<file path="src/rtl/mpmc11_pkg.sv">
// Shared mpmc11 definitions: channel state encoding and memory-interface
// command codes, used by the burst sequencer and the address generator.
package mpmc11_pkg;

    typedef enum logic [3:0] {
        IDLE,
        PRESET1,
        PRESET2,
        READ_DATA0,
        READ_DATA1,
        READ_DATA2,
        WRITE_DATA0,
        WRITE_DATA1,
        WAIT_NACK
    } mpmc11_state_t;

    localparam logic [2:0] CMD_RD = 3'b001;
    localparam logic [2:0] CMD_WR = 3'b000;

    function automatic logic is_read_state(input mpmc11_state_t s);
        return (s == READ_DATA0) || (s == READ_DATA1) || (s == READ_DATA2);
    endfunction

endpackage

</file>
<file path="src/rtl/mpmc11_burst_ctrl.sv">
// Per-channel burst sequencer: accepts one read burst or single-beat write,
// issues memory commands and counts returned read beats for completion.
module mpmc11_burst_ctrl
    import mpmc11_pkg::*;
#(
    parameter int unsigned WID    = 256,
    parameter logic [2:0]  CMD_RD = mpmc11_pkg::CMD_RD,
    parameter logic [2:0]  CMD_WR = mpmc11_pkg::CMD_WR
) (
    input  logic          clk,
    input  logic          rst,
    input  logic          calib_done,
    input  logic          req,
    input  logic          req_we,
    input  logic [31:0]   req_adr,
    input  logic [5:0]    req_len,
    input  logic          mem_rdy,
    input  logic          wdf_rdy,
    input  logic          rd_data_valid,
    output mpmc11_state_t state,
    output logic [5:0]    burst_len,
    output logic [5:0]    burst_cnt,
    output logic [31:0]   addr_base,
    output logic          cmd_en,
    output logic [2:0]    cmd,
    output logic          wdf_wren,
    output logic          wdf_end,
    output logic          rd_beat,
    output logic          done
);

    if (WID == 0 || (WID % 8) != 0) begin : g_bad_wid
        $error("mpmc11_burst_ctrl: WID must be a non-zero multiple of 8");
    end

    mpmc11_state_t state_q, state_d;
    logic [5:0]    burst_len_q, burst_len_d;
    logic [5:0]    burst_cnt_q, burst_cnt_d;
    logic [31:0]   addr_base_q, addr_base_d;
    logic          we_q, we_d;
    logic [6:0]    beat_cnt_q, beat_cnt_d;
    logic          rd_beat_q, rd_beat_d;
    logic          done_q, done_d;
    logic          beat_inc;
    logic [6:0]    beat_sum;

    // Command strobes depend on state only so reset removes them at once.
    always_comb begin
        cmd_en   = 1'b0;
        cmd      = CMD_WR;
        wdf_wren = 1'b0;
        unique case (state_q)
            READ_DATA0, READ_DATA2: begin
                cmd_en = 1'b1;
                cmd    = CMD_RD;
            end
            WRITE_DATA0: wdf_wren = 1'b1;
            WRITE_DATA1: cmd_en   = 1'b1;
            default: ;
        endcase
    end

    assign wdf_end = wdf_wren;

    always_comb begin
        beat_inc    = rd_data_valid && is_read_state(state_q);
        // 7-bit sum so a 64-beat burst reaches 64 instead of wrapping to 0.
        beat_sum    = beat_cnt_q + {6'd0, beat_inc};
        state_d     = state_q;
        burst_len_d = burst_len_q;
        burst_cnt_d = burst_cnt_q;
        addr_base_d = addr_base_q;
        we_d        = we_q;
        beat_cnt_d  = beat_sum;
        rd_beat_d   = beat_inc;
        done_d      = done_q;
        unique case (state_q)
            IDLE: begin
                if (calib_done && req) begin
                    addr_base_d = req_adr;
                    we_d        = req_we;
                    burst_len_d = req_we ? 6'd0 : req_len;
                    burst_cnt_d = '0;
                    beat_cnt_d  = '0;
                    state_d     = PRESET1;
                end
            end
            PRESET1: state_d = PRESET2;
            PRESET2: state_d = we_q ? WRITE_DATA0 : READ_DATA0;
            READ_DATA0: begin
                if (mem_rdy) begin
                    if (burst_len_q == 6'd0) begin
                        state_d = READ_DATA1;
                    end else begin
                        burst_cnt_d = burst_cnt_q + 6'd1;
                        state_d     = READ_DATA2;
                    end
                end
            end
            READ_DATA2: begin
                if (mem_rdy) begin
                    if (burst_cnt_q == burst_len_q) begin
                        state_d = READ_DATA1;
                    end else begin
                        burst_cnt_d = burst_cnt_q + 6'd1;
                    end
                end
            end
            READ_DATA1: begin
                if (beat_sum == ({1'b0, burst_len_q} + 7'd1)) begin
                    state_d = WAIT_NACK;
                    done_d  = 1'b1;
                end
            end
            WRITE_DATA0: if (wdf_rdy) state_d = WRITE_DATA1;
            WRITE_DATA1: begin
                if (mem_rdy) begin
                    state_d = WAIT_NACK;
                    done_d  = 1'b1;
                end
            end
            WAIT_NACK: begin
                if (!req) begin
                    state_d = IDLE;
                    done_d  = 1'b0;
                end
            end
            default: begin
                state_d = IDLE;
                done_d  = 1'b0;
            end
        endcase
    end

    always_ff @(posedge clk or negedge rst) begin
        if (!rst) begin
            state_q     <= IDLE;
            burst_len_q <= '0;
            burst_cnt_q <= '0;
            addr_base_q <= '0;
            we_q        <= 1'b0;
            beat_cnt_q  <= '0;
            rd_beat_q   <= 1'b0;
            done_q      <= 1'b0;
        end else begin
            state_q     <= state_d;
            burst_len_q <= burst_len_d;
            burst_cnt_q <= burst_cnt_d;
            addr_base_q <= addr_base_d;
            we_q        <= we_d;
            beat_cnt_q  <= beat_cnt_d;
            rd_beat_q   <= rd_beat_d;
            done_q      <= done_d;
        end
    end

    assign state     = state_q;
    assign burst_len = burst_len_q;
    assign burst_cnt = burst_cnt_q;
    assign addr_base = addr_base_q;
    assign rd_beat   = rd_beat_q;
    assign done      = done_q;

endmodule

</file>
<file path="config.mk">
export PLATFORM = sky130hd
export DESIGN_NAME = mpmc11_burst_ctrl
export DESIGN_NICKNAME = d
export VERILOG_FILES = /design/src/rtl/mpmc11_pkg.sv /design/src/rtl/mpmc11_burst_ctrl.sv
export SDC_FILE = /design/constraint.sdc
export NUM_CORES = 1
export LEC_CHECK = 0
export ABC_AREA = 1
export CAP_MARGIN = 25
export CORE_AREA = 2 2 89 82
export DETAILED_ROUTE_END_ITERATION = 6
export DIE_AREA = 0 0 91 84
export PLACE_DENSITY = 0.85
export SLEW_MARGIN = 0
export SYNTH_ARGS = -nofsm -noshare
export SYNTH_HDL_FRONTEND = slang
export SYNTH_SLANG_ARGS = --single-unit
</file>
<file path="constraint.sdc">
create_clock -name clk -period 3.1 [get_ports clk]
set_input_delay 0.465 -clock clk [delete_from_list [all_inputs] [get_ports clk]]
set_output_delay 0.465 -clock clk [all_outputs]
set_load 0.1 [all_outputs]
</file>
---- Word level (Yosys, flattened, before mapping) ----
Cells that the tools add are included.
cells by class
  add/subtract/negate cells ............... 3
  equal/unequal tests ..................... 20
  mux-type cells .......................... 27
  bitwise gates (word level) .............. 1
  reduce and logical (&&, ||, !) cells .... 14
operators with widths
  kind                                                                      number
  6-bit 2-to-1 mux                                                          6
  4-bit one-hot mux with 9 select lines                                     1
  4-bit 2-to-1 mux                                                          8
  6-bit one-hot mux with 3 select lines                                     1
  4-bit by 3-bit equality test with 1-bit output (second input constant)    4
  2-bit inequality test (second input constant)                             8
  7-bit 2-to-1 mux                                                          2
  4-bit by 2-bit equality test with 1-bit output (second input constant)    2
  8-bit AND reduction                                                       1
  6-bit by 1-bit adder with 7-bit output (second input constant)            1
  7-bit by 1-bit adder with 7-bit output                                    1
  7-bit equality test                                                       1
  1-bit 2-to-1 mux                                                          7
  6-bit by 1-bit adder with 6-bit output (second input constant)            1
  6-bit equality test                                                       1
  6-bit logical NOT                                                         1
  6-bit AND reduction                                                       1
  6-bit OR reduction                                                        1
  4-bit by 1-bit equality test with 1-bit output (second input constant)    1
  4-bit equality test (second input constant)                               1
  4-bit logical NOT                                                         1
  2-bit by 1-bit inequality test with 1-bit output (second input constant)  2
  1-bit one-hot mux with 4 select lines                                     1
  4-bit AND reduction                                                       1
  other kinds (8)                                                           10
word-level totals
  register bits ........................... 58
  input bits .............................. 46
  output and inout bits ................... 56
  logic and storage cells ................. 73

---- Depth between registers and ports, before layout ----
Gate-level depths: netlist (run 1).
  depth after elaboration ................. 8
  depth in mapped cells ................... 22
  depth with buffers taken out ............ 22

---- Least setup slack after synthesis (run 1) ----
OpenSTA, ideal clock, no wires.
  path kind ............................... reg2reg
  from .................................... register state_q[2] (netlist: state[2])
  to ...................................... register state_q[1] (netlist: state[1])
  library setup time ...................... 123 ps
  arrival time ............................ 3,145 ps
  data required time ...................... 2,977 ps
  slack ................................... -167 ps
  stages on the path, launching flop included .. 18
  path buffers ............................ 0
  clock period less this slack ............ 3,267 ps
  cell sequence ........................... dfrtp_1 -> nand2_2 -> nor3_4 -> nor2_4 -> inv_6 -> o21ai_0 -> inv_1 -> ha_1 -> ha_1 -> nand4_1 -> o21ai_1 -> nand3_1 -> nand2_1 -> nand3_1 -> nand2_2 -> nand2_1 -> nand2_1 -> nand2_1
on the way
  word-level cells in the longest chain between the ends .. 8
  elaborated cells between the ends (all ways) .. 24
  classes of those cells .................. add/sub: 1; eq/ne: 17; mux: 1; reduce/logical: 5
ends and longest elaborated chain
  element                                                                                                                  line                      text
  from (decl)                                                                                                              mpmc11_burst_ctrl.sv:36   mpmc11_state_t state_q, state_d;
  from (signal assigned)                                                                                                   mpmc11_burst_ctrl.sv:146  state_q <= state_d;
  4-bit by 2-bit equality test with 1-bit output / 4-bit by 3-bit equality test with 1-bit output (equally long branches)  mpmc11_pkg.sv:21          return (s == READ_DATA0) || (s == READ_DATA1) || (s == READ_DATA2);
  1-bit logical OR                                                                                                         mpmc11_pkg.sv:21
  1-bit logical OR (*)                                                                                                     mpmc11_pkg.sv:21
  1-bit logical AND (*)                                                                                                    mpmc11_burst_ctrl.sv:66   beat_inc = rd_data_valid && is_read_state(state_q);
  net beat_inc                                                                                                             mpmc11_burst_ctrl.sv:44   logic beat_inc;
  7-bit by 1-bit adder with 7-bit output (*)                                                                               mpmc11_burst_ctrl.sv:68   beat_sum = beat_cnt_q + {6'd0, beat_inc};
  7-bit equality test (*)                                                                                                  mpmc11_burst_ctrl.sv:110  if (beat_sum == ({1'b0, burst_len_q} + 7'd1)) begin
  2-bit by 1-bit inequality test with 1-bit output (no line) (*)                                                           n/a
  8-bit AND reduction (no line) (*)                                                                                        n/a
Mark *: on every way through the listed nets, which the timed path passes. The rest lies on a longest branch.
A chain may end at the register's enable or synchronous reset.

---- Worst setup path in the final report (run 1) ----
  from .................................... register state_q[3] (netlist: state[3])
  to ...................................... register state_q[1] (netlist: state[1])
Same word-level chain as after synthesis.

==> run_results.csv, run 1 <==
group,metric,value,unit
sta,clock_skew,0.00772,ns
grt,antenna_found_initial,0,
clock_network,clk_pin_slew,0.07,ns
logic_synthesis,synth_top_family_by_area,"simple AND/OR/NAND/NOR gates",
hold_path,hp-class,"input port to asynchronous set/reset pin",
clock_network,clock-root-buffer,"clkbuf_8",
floorplanning,chipWidth,91,um
clock_network,post_cts.repair.setup_buffers,0,
critical_path,path_class,"register to register",
logic_synthesis,synthXorXnorAreaFrac,2.89,%
critical_path,endpoint_kind,"register",
cells_and_area,syn2layout_area_growth,38.2,%
run,cap_violations,0,
clock_network,clock_latency,0.34,ns
logic_synthesis,synth_area_leader_cell,"dfrtp_1",
floorplanning,die_height,84,um
place,io_buffer_count,99,
sta,worst_slew_pin_slew,0.728,ns
floorplanning,dieArea,7640,um2
logic_synthesis,synth_edf_count,0,
detailed_routing,antenna_left,0,
sta,setup_viol,0,
sta,max_slew_margin,51.5,%
grt,grt_max_degree,59,
logic_synthesis,synth.top_cell.area_share,47.9,%
grt,grt_pass1_wl,12500,um
cells_and_area,fin_nets,549,
clock_network,cts_buffers,9,
cells_and_area,drive_gt1_share,21.3,%
detailed_routing,drt_wl_total,7530,um
place,dp_hpwl,5490,um
critical_path,timing.rr.start,"state[3]$_DFFE_PN0P_",
logic_synthesis,syn_area,3030,um2
critical_path,arrival,2.95,ns
sta,rsz0062_at_grt,"no",
logic_synthesis,yosysMostFrequentCell,"nand2_1",
detailed_routing,post-route-drc-count,0,
logic_synthesis,synthCells,397,
place,dpl-instance-area,3950,um2
sta,hold_viol,0,
sta,hold-worst-slack,0.261,ns
logic_synthesis,synthTopCellsByArea,"dfrtp_1, nand2_1, inv_1",
clock_network,cts_tree,"built",
logic_synthesis,synth_seq_cells,58,
logic_synthesis,synth_cell_types,33,
clock_network,cts.sinks,58,
sta,fmax,0.366,GHz
grt,grt-ovfl-total,0,
detailed_routing,routedWlPerCell,12.6,um
logic_synthesis,yosys_warnings,0,
logic_synthesis,synth_seq_area_share,47.9,%
sta,post-route-period-util,88.0,%
critical_path,crit_start,"state[3]$_DFFE_PN0P_",
grt,grt_usage,20.4,%
floorplanning,core,6820,um2
cells_and_area,final_area,4190,um2
critical_path,cp_max_fo,9,
detailed_routing,drtIter0Drc,200,
sta,slew_viol_final,0,
detailed_routing,vias,2879,
logic_synthesis,ys_async_sr_fraction,100,%
logic_synthesis,synthMuxAreaShare,0,%
status,status,"completed",
sta,setup_tns,0,ns
logic_synthesis,synth_adder_area_share,2.07,%
logic_synthesis,synth_flop_cell,"dfrtp_1",
floorplanning,start_util,44.4,%
place,gp_congestion,0.983,
detailed_routing,via_per_inst,4.83,
cells_and_area,diodes,0,
logic_synthesis,yosys-top-cells-count,"nand2_1, dfrtp_1, inv_1, nor2_1, nand3_1",
logic_synthesis,syn_avg_cell_area,7.63,um2
clock_network,cts-htree-levels,3,
critical_path,cp.required,3.33,ns
grt,first_global_vias,2744,
floorplanning,rows,29,
logic_synthesis,synth_compound_area_share,4.79,%
detailed_routing,first_pass_iters,5,
clock_network,cts_buffer_depth,2,
sta,min_period,2.73,ns
floorplanning,ios,102,
logic_synthesis,synth-simple-area-share,34.5,%
critical_path,cp-start-kind,"register",
worst max-delay path, stage by stage, from the launching register on:
cell and delay, ns:
dfrtp_2 0.44, inv_2 0.07, nand2_2 0.09, nor3_4 0.21, nor2_4 0.08, inv_6 0.10
o21ai_0 0.08, inv_1 0.08, ha_1 0.21, ha_2 0.24, nand4_1 0.19, nor2_1 0.14
nand2_1 0.09, nand2_1 0.07, nand2_1 0.04, nand2_1 0.05, nand3_1 0.10, nand2_2 0.12
nand2_1 0.09, nand2_1 0.07, nand2_1 0.05
layer usage:
layer / wire length [um] / GRT usage, % / up-vias
met5: 0 / 0 / -
met4: 118 / 7.58 / 0
met3: 724 / 7.23 / 17
met2: 3470 / 32.6 / 130
met1: 3210 / 25.6 / 1302
li1: - / - / 1430
through the flow:
| step | worst slack [ns] | utilization [%] | cells |
|---|---|---|---|
| after global placement | 0.497 | 57.9 | 580 |
| after floorplan | 0.181 | - | 398 |
| after CTS | 0.311 | 61.3 | 596 |
| after global routing | 0.0387 | 61.4 | 596 |
| final | 0.371 | 61.4 | 596 |
| after detailed placement | 0.330 | 57.9 | 580 |
final timing paths:
kind | depth (start not counted) | end | slack [ns]
setup reg to reg | 20 | state[1]$_DFFE_PN0P_ | 0.37
setup / recovery | 20 | state[1]$_DFFE_PN0P_ | 0.37
hold reg to reg | 2 | addr_base[12]$_DFFE_PN0P_ | 0.47
hold / removal | 2 | burst_cnt[5]$_DFFE_PN0P_ | 0.26
max in group asynchronous | 2 | state[3]$_DFFE_PN0P_ | 2.30
min in group clk | 2 | addr_base[12]$_DFFE_PN0P_ | 0.47
cell usage in the layout, fill, tap and decap left out, drive strengths merged, types with 4 or more instances in the layout:
| cell | synthesis | routed |
|---|---|---|
| clkdlybuf4s50 | 0 | 44 |
| nand2 | 174 | 174 |
| nand4 | 5 | 5 |
| buf | 10 | 57 |
| dfrtp | 58 | 58 |
| ha | 5 | 5 |
| clkbuf | 2 | 12 |
| a21oi | 4 | 4 |
| nand3 | 25 | 25 |
| nor3 | 7 | 7 |
| nor2 | 34 | 34 |
| xor2 | 9 | 9 |
| inv | 40 | 40 |
| o21ai | 16 | 16 |
layout make-up:
| class | count | area (um2) |
|---|---|---|
| Timing Repair Buffer | 101 | 866 |
| Inverter | 41 | 164 |
| Tap cell | 93 | 116 |
| Clock buffer | 12 | 155 |
| Sequential cell | 58 | 1460 |
| Fill cell | 621 | 2640 |
| Multi-Input combinational cell | 287 | 1350 |
| Clock inverter | 4 | 75.1 |
flip-flops by register name, summed over array words and instances, names as in the netlist:
name	cells
addr_base	32
beat_cnt_q	7
burst_cnt	6
burst_len	6
done	1
rd_beat	1
state	4
we_q	1
kinds of logic (layout without fill, tap and decap cells):
family                   after synthesis  count (layout)
flip-flops                            58              58
XOR/XNOR                              10              10
AO/OA/AOI/OAI                         23              23
other                                  1               2
buffers and inverters                 53             158
AND/OR/NAND/NOR                      247             247
adder cells (fa/ha/maj)                5               5
what timing repair did:
item / 4_1_cts / 5_1_grt
hold buffers: 0 / 0
endpoints found under the setup margin: 0 / 5
gates resized for setup: 0 / 2
Power of run 1 is left out: the tool's default activity adds up to more than one toggle a clock period on the data nets, which glitch-free logic cannot reach.
==> run 2, diff against run 1 <==
--- a/config.mk
+++ b/config.mk
@@ -6,11 +6,12 @@
 export NUM_CORES = 1
 export LEC_CHECK = 0
 export ABC_AREA = 1
+export ABC_CLOCK_PERIOD_IN_PS = 2200
 export CAP_MARGIN = 25
-export CORE_AREA = 2 2 89 82
+export CORE_AREA = 2 2 94 87
 export DETAILED_ROUTE_END_ITERATION = 6
-export DIE_AREA = 0 0 91 84
-export PLACE_DENSITY = 0.85
+export DIE_AREA = 0 0 96 89
+export PLACE_DENSITY = 0.81
 export SLEW_MARGIN = 0
 export SYNTH_ARGS = -nofsm -noshare
 export SYNTH_HDL_FRONTEND = slang
==> constraint.sdc (replaced) <==
create_clock -name clk -period 2.2 [get_ports clk]
set_input_delay 0.33 -clock clk [delete_from_list [all_inputs] [get_ports clk]]
set_output_delay 0.33 -clock clk [all_outputs]
set_load 0.1 [all_outputs]
==> run 2 against run 1 <==
The flow now finishes with violations (negative setup slack). Clock skew is 0.0018 ns lower. Core utilization is 0.51 points higher. Sequential share of layout area is 3.1 points lower. Cell count is 6.0% higher. Sequential cell count stayed put.
==> run_results.csv, run 2 (synthesis gave the netlist of run 1 again) <==
group,metric,value,unit
critical_path,arrival,2.88,ns
detailed_routing,vias,3008,
sta,fmax,0.382,GHz
critical_path,crit_chain,"inv_4 -> nand2_4 -> nor3_4 -> nor2_4 -> inv_8 -> o21ai_4 -> inv_2 -> ha_4 -> ha_4 -> nand4_1 -> nor2_1 -> nand2_1 -> buf_4 -> buf_4 -> buf_4 -> buf_4 -> a21oi_1",
place,io_buffer_count,99,
grt,grt-ovfl-total,0,
clock_network,clk_pin_slew,0.07,ns
sta,hold_viol,0,
hold_path,hp-class,"input port to asynchronous set/reset pin",
sta,hold-worst-slack,0.460,ns
clock_network,cts_buffer_depth,2,
detailed_routing,wl_met1,3560,um
critical_path,cp-start-kind,"register",
detailed_routing,drtIter0Drc,142,
cells_and_area,final_common_cell,"nand2_1",
detailed_routing,drt_wl_total,8450,um
critical_path,cp_slowest_cell,"dfrtp_4",
cells_and_area,fin_nets,582,
detailed_routing,antenna_left,0,
clock_network,clock-root-buffer,"clkbuf_8",
cells_and_area,drive_gt1_share,28.5,%
grt,antenna_found_initial,0,
critical_path,cp_max_fo,5,
floorplanning,chipWidth,96,um
clock_network,cts-htree-levels,3,
grt,grt_pass1_wl,13800,um
detailed_routing,top_layer,"met4",
clock_network,cts_tree,"built",
sta,min_period,2.62,ns
clock_network,clock_latency,0.34,ns
sta,worst_slack,-0.418,ns
cells_and_area,syn2layout_area_growth,52.6,%
cells_and_area,final_cell_mix,"nand2_1, buf_4, dfrtp_1",
place,gp_congestion,0.990,
grt,first_global_vias,3053,
critical_path,reg2reg_depth,17,
floorplanning,die_height,89,um
critical_path,critPathMaxStageDelay,0.51,ns
critical_path,crit_top_cell,"buf_4",
detailed_routing,dr_wl_met3,587,um
floorplanning,ios,102,
critical_path,cp.required,2.46,ns
detailed_routing,routedWlPerCell,13.4,um
detailed_routing,first_pass_iters,4,
critical_path,path_class,"register to register",
clock_network,cts_buffers,9,
run,cap_violations,0,
floorplanning,rows,30,
sta,post-route-period-util,119,%
cells_and_area,stdcell_count,632,
sta,clock_skew,0.00595,ns
sta,rsz0062_at_grt,"yes",
place,dp.cells,604,
floorplanning,core,7470,um2
critical_path,endpoint_kind,"register",
sta,setup_viol,6,
place,dp_hpwl,6100,um
detailed_routing,met2_length,4160,um
detailed_routing,via_per_inst,4.76,
sta,slew_viol_final,0,
status,violations,"negative setup slack",
grt,grt_usage,20.9,%
cells_and_area,largest_reg_flops,32,
floorplanning,dieArea,8540,um2
grt,grt_max_degree,33,
cells_and_area,diodes,0,
clock_network,cts.sinks,58,
detailed_routing,post-route-drc-count,0,
status,status,"finished with violations",
floorplanning,start_util,40.5,%
[run 2: changes by cell type in the layout (fill, tap and decap cells not counted), moves of 3 or more]
cell | before | now
dfrtp_4 | 0 | 3
dfrtp_2 | 4 | 1
nand2_4 | 0 | 3
buf_12 | 0 | 4
buf_4 | 56 | 82
nand2_1 | 167 | 163
nor2_1 | 28 | 25
[run 2: repair_timing]
action                                 in CTS  in global routing
pin swaps                                  11                  8
setup endpoints to repair                   5                  6
hold buffers                                1                  0
gates resized for setup                     9                  8
buffers inserted                            7                  4
endpoints found under the hold margin      17                  0
[run 2: final timing paths]
path / from / endpoint / slack, ns
max reg2reg: state[3]$_DFFE_PN0P_ / beat_cnt_q[6]$_DFF_PN0_ / -0.42
min reg2reg: addr_base[27]$_DFFE_PN0P_ / addr_base[27]$_DFFE_PN0P_ / 0.47
min in group clk: addr_base[27]$_DFFE_PN0P_ / addr_base[27]$_DFFE_PN0P_ / 0.47
max in group asynchronous: rst / addr_base[30]$_DFFE_PN0P_ / 1.02
min: rst / addr_base[15]$_DFFE_PN0P_ / 0.46
max: state[3]$_DFFE_PN0P_ / beat_cnt_q[6]$_DFF_PN0_ / -0.42
[run 2: layout make-up]
class                   instances  area (um2)
well taps                      96         120
flip-flops and latches         58        1460
repair buffers                134        1180
multi-input cells             287        1440
clock buffers                  13         179
fillers                       628        2850
inverters                      41         173
clock inverters                 3        68.8
[run 2: per-stage QoR]
| stage | util [%] | cell area, um2 | TNS, ns | setup slack, ns |
|---|---|---|---|---|
| finish | 61.9 | 4620 | -2.22 | -0.418 |
| global route | 61.9 | 4620 | -3.60 | -0.580 |
| CTS | 61.0 | 4560 | -1.50 | -0.277 |
| detailed placement | 56.4 | 4220 | -2.01 | -0.429 |
| global placement | 56.4 | 4220 | -1.19 | -0.249 |
| floorplan | - | 3090 | -2.79 | -0.547 |
[run 2: routing by layer]
layer / GRT usage, % / vias up
met2: 34.9 / 127
met4: 7.01 / 0
met3: 6.91 / 20
met5: 0 / -
li1: - / 1489
met1: 25.7 / 1372
[run 2: critical path, delay by kind of cell, from the launching register on]
kind | cells | cell delay (ns)
AOI/OAI and AO/OA | 2 | 0.18
and+or+nand+nor | 6 | 0.79
buffers and inverters | 7 | 0.73
DFF | 1 | 0.51
adders and majority gates | 2 | 0.32
Power of run 2 is left out for the same reason.
